$ cat src/rtl/pll_reset_sequencer_pkg.sv
`default_nettype none
// ============================================================================
// Module      : pll_reset_sequencer_pkg
// Description : Shared definitions for the PLL reset sequencer. Holds the
//               status field widths used by the debug register map and a
//               helper for sizing the shared sequencing counter.
// Revision    : 1.0  initial release
// ============================================================================
package pll_reset_sequencer_pkg;

    // Status field widths exposed through the debug register map
    localparam int c_retry_w    = 4;
    localparam int c_loss_cnt_w = 8;

    // Largest of three values; sizes the shared sequencing counter
    function automatic int max3(input int a, input int b, input int c);
        int m;
        m = a;
        if (b > m) m = b;
        if (c > m) m = c;
        return m;
    endfunction

endpackage
`default_nettype wire

$ cat src/rtl/pll_lock_sync.sv
`default_nettype none
// ============================================================================
// Module      : pll_lock_sync
// Description : Two-flop synchronizer bringing the asynchronous PLL LOCK
//               signal into the clk domain. Two cycles of latency, clears
//               to 0 under reset.
// Ports       : clk   - destination clock
//               reset - synchronous active-high reset
//               d     - asynchronous input
//               q     - synchronized output
// Revision    : 1.0  initial release
// ============================================================================
module pll_lock_sync
    import pll_reset_sequencer_pkg::*;
(
    input  logic clk,
    input  logic reset,
    input  logic d,
    output logic q
);

    logic r_meta;
    logic r_sync;

    always_ff @(posedge clk) begin
        if (reset) begin
            r_meta <= 1'b0;
            r_sync <= 1'b0;
        end else begin
            r_meta <= d;
            r_sync <= r_meta;
        end
    end

    assign q = r_sync;

endmodule
`default_nettype wire

$ cat src/rtl/pll_reset_sequencer.sv
`default_nettype none
// ============================================================================
// Module      : pll_reset_sequencer
// Description : Drives the PLL RESET pin, waits for LOCK with timeout and
//               retry, requires lock to be stable before releasing the core
//               reset, then releases the peripheral reset after a stagger.
//               Lock loss while released re-sequences from PLL reset.
// Ports       : clk             - PLL reference clock (MSX clock domain)
//               reset           - synchronous active-high reset
//               pll_lock        - PLL LOCK, asynchronous
//               pll_reset       - PLL RESET pin drive
//               core_reset      - CPU/bus core reset, active high
//               periph_reset    - peripheral reset, active high
//               pll_ready       - high only while running with stable lock
//               pll_fail        - sticky, set when retries are exhausted
//               retry_count     - failed attempts in current acquisition
//               lock_loss_count - lock-loss events, saturating
// Revision    : 1.0  initial release
// ============================================================================
module pll_reset_sequencer
    import pll_reset_sequencer_pkg::*;
#(
    parameter int PLL_RST_CYCLES  = 16,
    parameter int LOCK_TIMEOUT    = 4096,
    parameter int STABLE_CYCLES   = 256,   // must be >= 2
    parameter int RELEASE_STAGGER = 8,
    parameter int LOSS_FILTER     = 4,
    parameter int MAX_RETRY       = 7      // 1..15
)(
    input  logic                    clk,
    input  logic                    reset,
    input  logic                    pll_lock,
    output logic                    pll_reset,
    output logic                    core_reset,
    output logic                    periph_reset,
    output logic                    pll_ready,
    output logic                    pll_fail,
    output logic [c_retry_w-1:0]    retry_count,
    output logic [c_loss_cnt_w-1:0] lock_loss_count
);

    localparam int c_cnt_w  = $clog2(max3(LOCK_TIMEOUT, STABLE_CYCLES, PLL_RST_CYCLES) + 1);
    localparam int c_filt_w = $clog2(LOSS_FILTER + 1);

    localparam logic [c_cnt_w-1:0]   c_rst_last    = c_cnt_w'(PLL_RST_CYCLES - 1);
    localparam logic [c_cnt_w-1:0]   c_to_last     = c_cnt_w'(LOCK_TIMEOUT - 1);
    // The WAIT_LOCK cycle that saw lock already counts as the first stable
    // cycle, so STABLE itself only needs STABLE_CYCLES-1 more.
    localparam logic [c_cnt_w-1:0]   c_stable_last = c_cnt_w'(STABLE_CYCLES - 2);
    localparam logic [c_cnt_w-1:0]   c_stag_last   = c_cnt_w'(RELEASE_STAGGER - 1);
    localparam logic [c_filt_w-1:0]  c_filt_last   = c_filt_w'(LOSS_FILTER - 1);
    localparam logic [c_retry_w-1:0] c_max_retry   = c_retry_w'(MAX_RETRY);

    localparam logic [2:0] c_st_pll_rst   = 3'd0;
    localparam logic [2:0] c_st_wait_lock = 3'd1;
    localparam logic [2:0] c_st_stable    = 3'd2;
    localparam logic [2:0] c_st_rel_core  = 3'd3;
    localparam logic [2:0] c_st_run       = 3'd4;
    localparam logic [2:0] c_st_fail      = 3'd5;

    logic                    w_lock_s;

    logic [2:0]              r_state,        w_state_nxt;
    logic [c_cnt_w-1:0]      r_cnt,          w_cnt_nxt;
    logic [c_filt_w-1:0]     r_filt,         w_filt_nxt;
    logic [c_retry_w-1:0]    r_retry,        w_retry_nxt;
    logic [c_loss_cnt_w-1:0] r_loss_cnt,     w_loss_cnt_nxt;
    logic                    r_pll_reset,    w_pll_reset_nxt;
    logic                    r_core_reset,   w_core_reset_nxt;
    logic                    r_periph_reset, w_periph_reset_nxt;
    logic                    r_pll_ready,    w_pll_ready_nxt;
    logic                    r_pll_fail,     w_pll_fail_nxt;
    logic [c_retry_w-1:0]    w_retry_inc;

    pll_lock_sync u_lock_sync (
        .clk   (clk),
        .reset (reset),
        .d     (pll_lock),
        .q     (w_lock_s)
    );

    assign w_retry_inc = r_retry + 1'b1;

    always_ff @(posedge clk) begin
        if (reset) begin
            r_state        <= c_st_pll_rst;
            r_cnt          <= '0;
            r_filt         <= '0;
            r_retry        <= '0;
            r_loss_cnt     <= '0;
            r_pll_reset    <= 1'b1;
            r_core_reset   <= 1'b1;
            r_periph_reset <= 1'b1;
            r_pll_ready    <= 1'b0;
            r_pll_fail     <= 1'b0;
        end else begin
            r_state        <= w_state_nxt;
            r_cnt          <= w_cnt_nxt;
            r_filt         <= w_filt_nxt;
            r_retry        <= w_retry_nxt;
            r_loss_cnt     <= w_loss_cnt_nxt;
            r_pll_reset    <= w_pll_reset_nxt;
            r_core_reset   <= w_core_reset_nxt;
            r_periph_reset <= w_periph_reset_nxt;
            r_pll_ready    <= w_pll_ready_nxt;
            r_pll_fail     <= w_pll_fail_nxt;
        end
    end

    always_comb begin
        w_state_nxt        = r_state;
        w_cnt_nxt          = r_cnt;
        w_filt_nxt         = '0;
        w_retry_nxt        = r_retry;
        w_loss_cnt_nxt     = r_loss_cnt;
        w_pll_reset_nxt    = r_pll_reset;
        w_core_reset_nxt   = r_core_reset;
        w_periph_reset_nxt = r_periph_reset;
        w_pll_ready_nxt    = r_pll_ready;
        w_pll_fail_nxt     = r_pll_fail;

        case (r_state)
            c_st_pll_rst: begin
                if (r_cnt == c_rst_last) begin
                    w_state_nxt     = c_st_wait_lock;
                    w_cnt_nxt       = '0;
                    w_pll_reset_nxt = 1'b0;
                end else begin
                    w_cnt_nxt = r_cnt + 1'b1;
                end
            end

            c_st_wait_lock: begin
                if (w_lock_s) begin
                    w_state_nxt = c_st_stable;
                    w_cnt_nxt   = '0;
                end else if (r_cnt == c_to_last) begin
                    w_cnt_nxt       = '0;
                    w_retry_nxt     = w_retry_inc;
                    w_pll_reset_nxt = 1'b1;
                    if (w_retry_inc == c_max_retry) begin
                        w_state_nxt    = c_st_fail;
                        w_pll_fail_nxt = 1'b1;
                    end else begin
                        w_state_nxt = c_st_pll_rst;
                    end
                end else begin
                    w_cnt_nxt = r_cnt + 1'b1;
                end
            end

            c_st_stable: begin
                // Any dropout restarts the lock wait; not a failed attempt
                if (!w_lock_s) begin
                    w_state_nxt = c_st_wait_lock;
                    w_cnt_nxt   = '0;
                end else if (r_cnt == c_stable_last) begin
                    w_state_nxt      = c_st_rel_core;
                    w_cnt_nxt        = '0;
                    w_core_reset_nxt = 1'b0;
                end else begin
                    w_cnt_nxt = r_cnt + 1'b1;
                end
            end

            c_st_rel_core, c_st_run: begin
                if (r_state == c_st_rel_core) begin
                    if (r_cnt == c_stag_last) begin
                        w_state_nxt        = c_st_run;
                        w_cnt_nxt          = '0;
                        w_periph_reset_nxt = 1'b0;
                        w_pll_ready_nxt    = 1'b1;
                    end else begin
                        w_cnt_nxt = r_cnt + 1'b1;
                    end
                end
                // Lock-loss filter; overrides the stagger step above
                if (!w_lock_s) begin
                    if (r_filt == c_filt_last) begin
                        w_state_nxt        = c_st_pll_rst;
                        w_cnt_nxt          = '0;
                        w_filt_nxt         = '0;
                        w_retry_nxt        = '0;
                        w_pll_reset_nxt    = 1'b1;
                        w_core_reset_nxt   = 1'b1;
                        w_periph_reset_nxt = 1'b1;
                        w_pll_ready_nxt    = 1'b0;
                        if (r_loss_cnt != '1) begin
                            w_loss_cnt_nxt = r_loss_cnt + 1'b1;
                        end
                    end else begin
                        w_filt_nxt = r_filt + 1'b1;
                    end
                end
            end

            c_st_fail: begin
                w_pll_reset_nxt    = 1'b1;
                w_core_reset_nxt   = 1'b1;
                w_periph_reset_nxt = 1'b1;
                w_pll_ready_nxt    = 1'b0;
                w_pll_fail_nxt     = 1'b1;
            end

            default: begin
                w_state_nxt        = c_st_pll_rst;
                w_cnt_nxt          = '0;
                w_pll_reset_nxt    = 1'b1;
                w_core_reset_nxt   = 1'b1;
                w_periph_reset_nxt = 1'b1;
                w_pll_ready_nxt    = 1'b0;
            end
        endcase
    end

    assign pll_reset       = r_pll_reset;
    assign core_reset      = r_core_reset;
    assign periph_reset    = r_periph_reset;
    assign pll_ready       = r_pll_ready;
    assign pll_fail        = r_pll_fail;
    assign retry_count     = r_retry;
    assign lock_loss_count = r_loss_cnt;

endmodule
`default_nettype wire

$ cat config.mk
export PLATFORM = sky130hd
export DESIGN_NAME = pll_reset_sequencer
export DESIGN_NICKNAME = d
export VERILOG_FILES = /design/src/rtl/pll_reset_sequencer_pkg.sv /design/src/rtl/pll_lock_sync.sv /design/src/rtl/pll_reset_sequencer.sv
export SDC_FILE = /design/constraint.sdc
export NUM_CORES = 1
export LEC_CHECK = 0
export BUFFER_PORTS_ARGS = -buffer_cell sky130_fd_sc_hd__buf_2
export CAP_MARGIN = 10
export CORE_UTILIZATION = 50
export DETAILED_ROUTE_END_ITERATION = 8
export PLACE_DENSITY = 0.71
export SLEW_MARGIN = 30
export SYNTH_ARGS = -nofsm -noshare
export SYNTH_HDL_FRONTEND = slang
export SYNTH_SLANG_ARGS = --single-unit
$ cat constraint.sdc
create_clock -name clk -period 1.82 [get_ports clk]
set_input_delay 0.182 -clock clk [delete_from_list [all_inputs] [get_ports clk]]
set_output_delay 0.182 -clock clk [all_outputs]
set_load 0.02 [all_outputs]
==> impl_results.md <==
- H-tree levels: 2
- RSZ-0062 raised after global routing: true
- Placer congestion estimate: roughly 0.95
- Min-Delay Endpoint: u_lock_sync.r_meta$_SDFF_PP0_
- TritonCTS Buffers: 5
- Critical R2R Capture: r_cnt[9]$_SDFFE_PP0N_
- Max incr delay on CP: 630 ps
- Synth top area cells: dfxtp_1 (31%), a21oi_1 (5.3%), nand2_1 (3.8%), ha_1 (3.6%), inv_1 (3.1%)
- Top cell type's share of synthesized area: 31.1%
- Die Footprint: roughly 5200 µm²
- Global-route wire length before repair: 11,600 µm
- CTS root buffer: clkbuf_8
- Via-to-Cell Ratio: around 6.1
- Area delta synth->final: 43.0%
- Power, Total: about 0.0018 W
- Ratio of cells with drive above 1 in the final layout: 43.7%
- Crit Path Max Fanout: 8
- Ys Warns: 0
- Worst min path class: in -> reg
- Post-DP HPWL: 4980 µm
- Distinct cells, synth: between 60 and 70
- Ys flop type: dfxtp_1
- Max_cap viols: 0
- Initial core utilization: around half
- Seq/Total Area, Yosys: between 30% and 40%
- HP Start: pll_lock
- P_leak: 1.34 nW
- CTS tree: yes
- Endpoints failing setup: 15
- Slew @ Worst Pin: 470 ps
- Failing checks: negative setup slack
- Worst endpoint data arrival time: 2220 ps
- Largest net degree at the start of global routing: 28
- Final Net Count: between 300 and 400
- Critical Path RT: 1990 ps
- Vias in the first global route: 2,514
- Maximum clock rate: 487 MHz
- Top Layer Used: met4
- Routed wl met3: between 600 and 700 µm
- Yosys reg bits: 38
- Total GRT Usage: 28.7%
- Gr ovfl total: 0
- Post-route DRC violation count: 0
- Status: finished with violations
- Min-Delay Path Depth: 2
- CORE AREA: 4720 µm²
- Post-Route WL: 7630 µm
- Iter 0 DRT Violations: 386
- Routed len/inst: between 15 and 20 µm
- Most common cell after layout, fill and taps aside: buf_4
- Post-placement cell count: 428
- Most frequent cells in the layout: buf_4 (67), dfxtp_1 (29), nand2_1 (24)
- Avg Inst Size Synth: 8.35 µm²
- Worst setup margin: -233 ps
- Max Slew Vio Count: 0
- Layout Cells excl Fill: 442
- Syn nets: 303
- Vias: 2,691
- Reg2reg start: r_cnt[9]$_SDFFE_PP0N_
- Cell Area, Synth: ~2400 µm²
- Critical Path Source Type: register
- Post-Route Skew: about 2.6 ps
- Wl on met1: ~3100 µm
- Die Ht: 72.0 µm
- Relative slew slack: about 68%
- Synth Instances: about 290
- Min Tclk post-route: approximately 2000 ps
- FFs w/ async S/R, synth: 0%
- Met2 WL: 3530 µm
- Row count: 25
- Number of port buffers: 19
- Slowest CP cell: or4_4
- Detail Route Antenna Nets: 0
- ANT cells: 0
- Post-synth top area cell: dfxtp_1
- Post-synth EDFFs: 0
- PwrDens: 505 nW/µm²
- CP Cell Sequence: or4_4 -> nor4_4 -> nor2_2 -> buf_6 -> o31ai_1 -> o21ai_1
- CP Class: reg -> reg
- Initial antenna violation count: 0
- Tcrit/Tclk final: 113%
- Crit. End Element: register
- Die width: 72.0 µm
- CTS Sinks: 38
- CTS Buffer Depth: 2
- R2R cell count: 6
- Final number of hold-violating endpoints: 0
- Worst skew pair latency: roughly 300 ps
- Maximum vdd ir drop: 0.527 mV
- Clk slew on worst S/H paths: approximately 80 ps
- Num ports: 20
- Initial DRT Pass Iterations: 5
- Reg2reg setup slack: -230 ps
## per-layer routing
layer / vias to the layer above / track usage (%)
met5: - / 0
met4: 0 / 12.2
met3: 37 / 6.94
met2: 150 / 47.4
met1: 1259 / 35.9
li1: 1245 / -
## stage by stage
stage          cell area [µm²]  TNS [ps]  setup WS [ps]  hold WS, ps  utilization, %
2_1_floorplan             2490      -358          -68.1          310               -
3_3_place_gp              3060     -1230           -135          394            64.9
3_5_place_dp              3060     -1720           -164          402            64.9
4_1_cts                   3340     -1490           -129         92.1            70.7
5_1_grt                   3500     -2610           -371          114            74.1
6_report                  3500     -1790           -233          101            74.1
## worst max-delay path by stage
stage,depth (start not counted),slack [ps],to,start
2_1_floorplan,8,-70,r_cnt[6]$_SDFFE_PP0N_,r_cnt[0]$_SDFFE_PP0N_
3_3_place_gp,6,-130,r_cnt[1]$_SDFFE_PP0N_,r_cnt[8]$_SDFFE_PP0N_
3_5_place_dp,6,-160,r_cnt[2]$_SDFFE_PP0N_,r_cnt[8]$_SDFFE_PP0N_
4_1_cts,6,-130,r_cnt[11]$_SDFFE_PP0N_,r_cnt[9]$_SDFFE_PP0N_
5_1_grt,6,-370,r_cnt[9]$_SDFFE_PP0N_,r_cnt[9]$_SDFFE_PP0N_
6_report,6,-230,r_cnt[9]$_SDFFE_PP0N_,r_cnt[9]$_SDFFE_PP0N_
## cell usage after synthesis, types with 2 or more instances
library cell / count
a41oi_1: 2
xnor2_1: 6
and2_1: 2
a2111oi_1: 2
buf_4: 5
buf_2: 4
dfxtp_1: 38
and3_1: 2
or4_4: 2
nor3_1: 9
o22ai_1: 6
xor2_1: 2
nor2_1: 19
and4_1: 4
inv_1: 20
nand4_1: 5
o32ai_1: 2
nand2_1: 25
nand2b_1: 4
nand3b_1: 2
o211ai_1: 2
nor4_4: 3
a211oi_1: 2
or3_1: 3
o221ai_2: 2
a31oi_1: 3
nor2b_1: 11
a22oi_1: 2
ha_1: 7
o21ai_0: 10
or4_1: 2
a2111oi_0: 5
nand3_1: 12
nor2_2: 2
buf_1: 2
clkbuf_1: 4
a21oi_1: 26
o31ai_1: 4
## cell families (layout without fill, tap and decap cells)
logic type	after synthesis	in the layout	synth area share (%)
XOR/XNOR	8	8	2.86
AO/OA/AOI/OAI	86	86	26.7
buffers and inverters	36	118	6.54
AND/OR/NAND/NOR	117	117	28.8
multiplexers	1	1	0.409
flip-flops	38	38	31.1
adder cells (fa/ha/maj)	7	7	3.58
## power by group
| group | switching [W] | internal [W] | total (W) |
|---|---|---|---|
| clock network | 0.000346 | 0.000495 | 0.000840 |
| registers | 0.00000661 | 0.000838 | 0.000845 |
| logic | 0.0000472 | 0.0000353 | 0.0000825 |
| total | 0.000399 | 0.00137 | 0.00177 |
## state kept, by name (all words and copies together), names as in the netlist
signal	cells
r_cnt	13
periph_reset	1
r_state	3
r_filt	3
pll_reset	1
lock_loss_count	8
core_reset	1
u_lock_sync.q	1
retry_count	4
pll_fail	1
u_lock_sync.r_meta	1
pll_ready	1
## critical path, delay by kind of cell (launching register included)
family / cells / cell delay (ps)
flops: 1 / 330
buf+inv: 1 / 160
compound gates: 2 / 460
simple gates: 3 / 980
## repair_timing
action	in CTS	in global routing
gates resized for setup	27	30
setup buffers	2	5
endpoints found under the setup margin	18	32
hold buffers	0	0
pin swaps	19	16
## area by class of cell
type	count	area (µm²)
clock inverter	2	38.8
timing repair buffer	90	643
inverter	20	75.1
tap	67	83.8
fill	307	1220
clock buffer	6	93.8
sequential	38	774
multi-input combinational	219	1790
(Power assumes the default switching activity.)
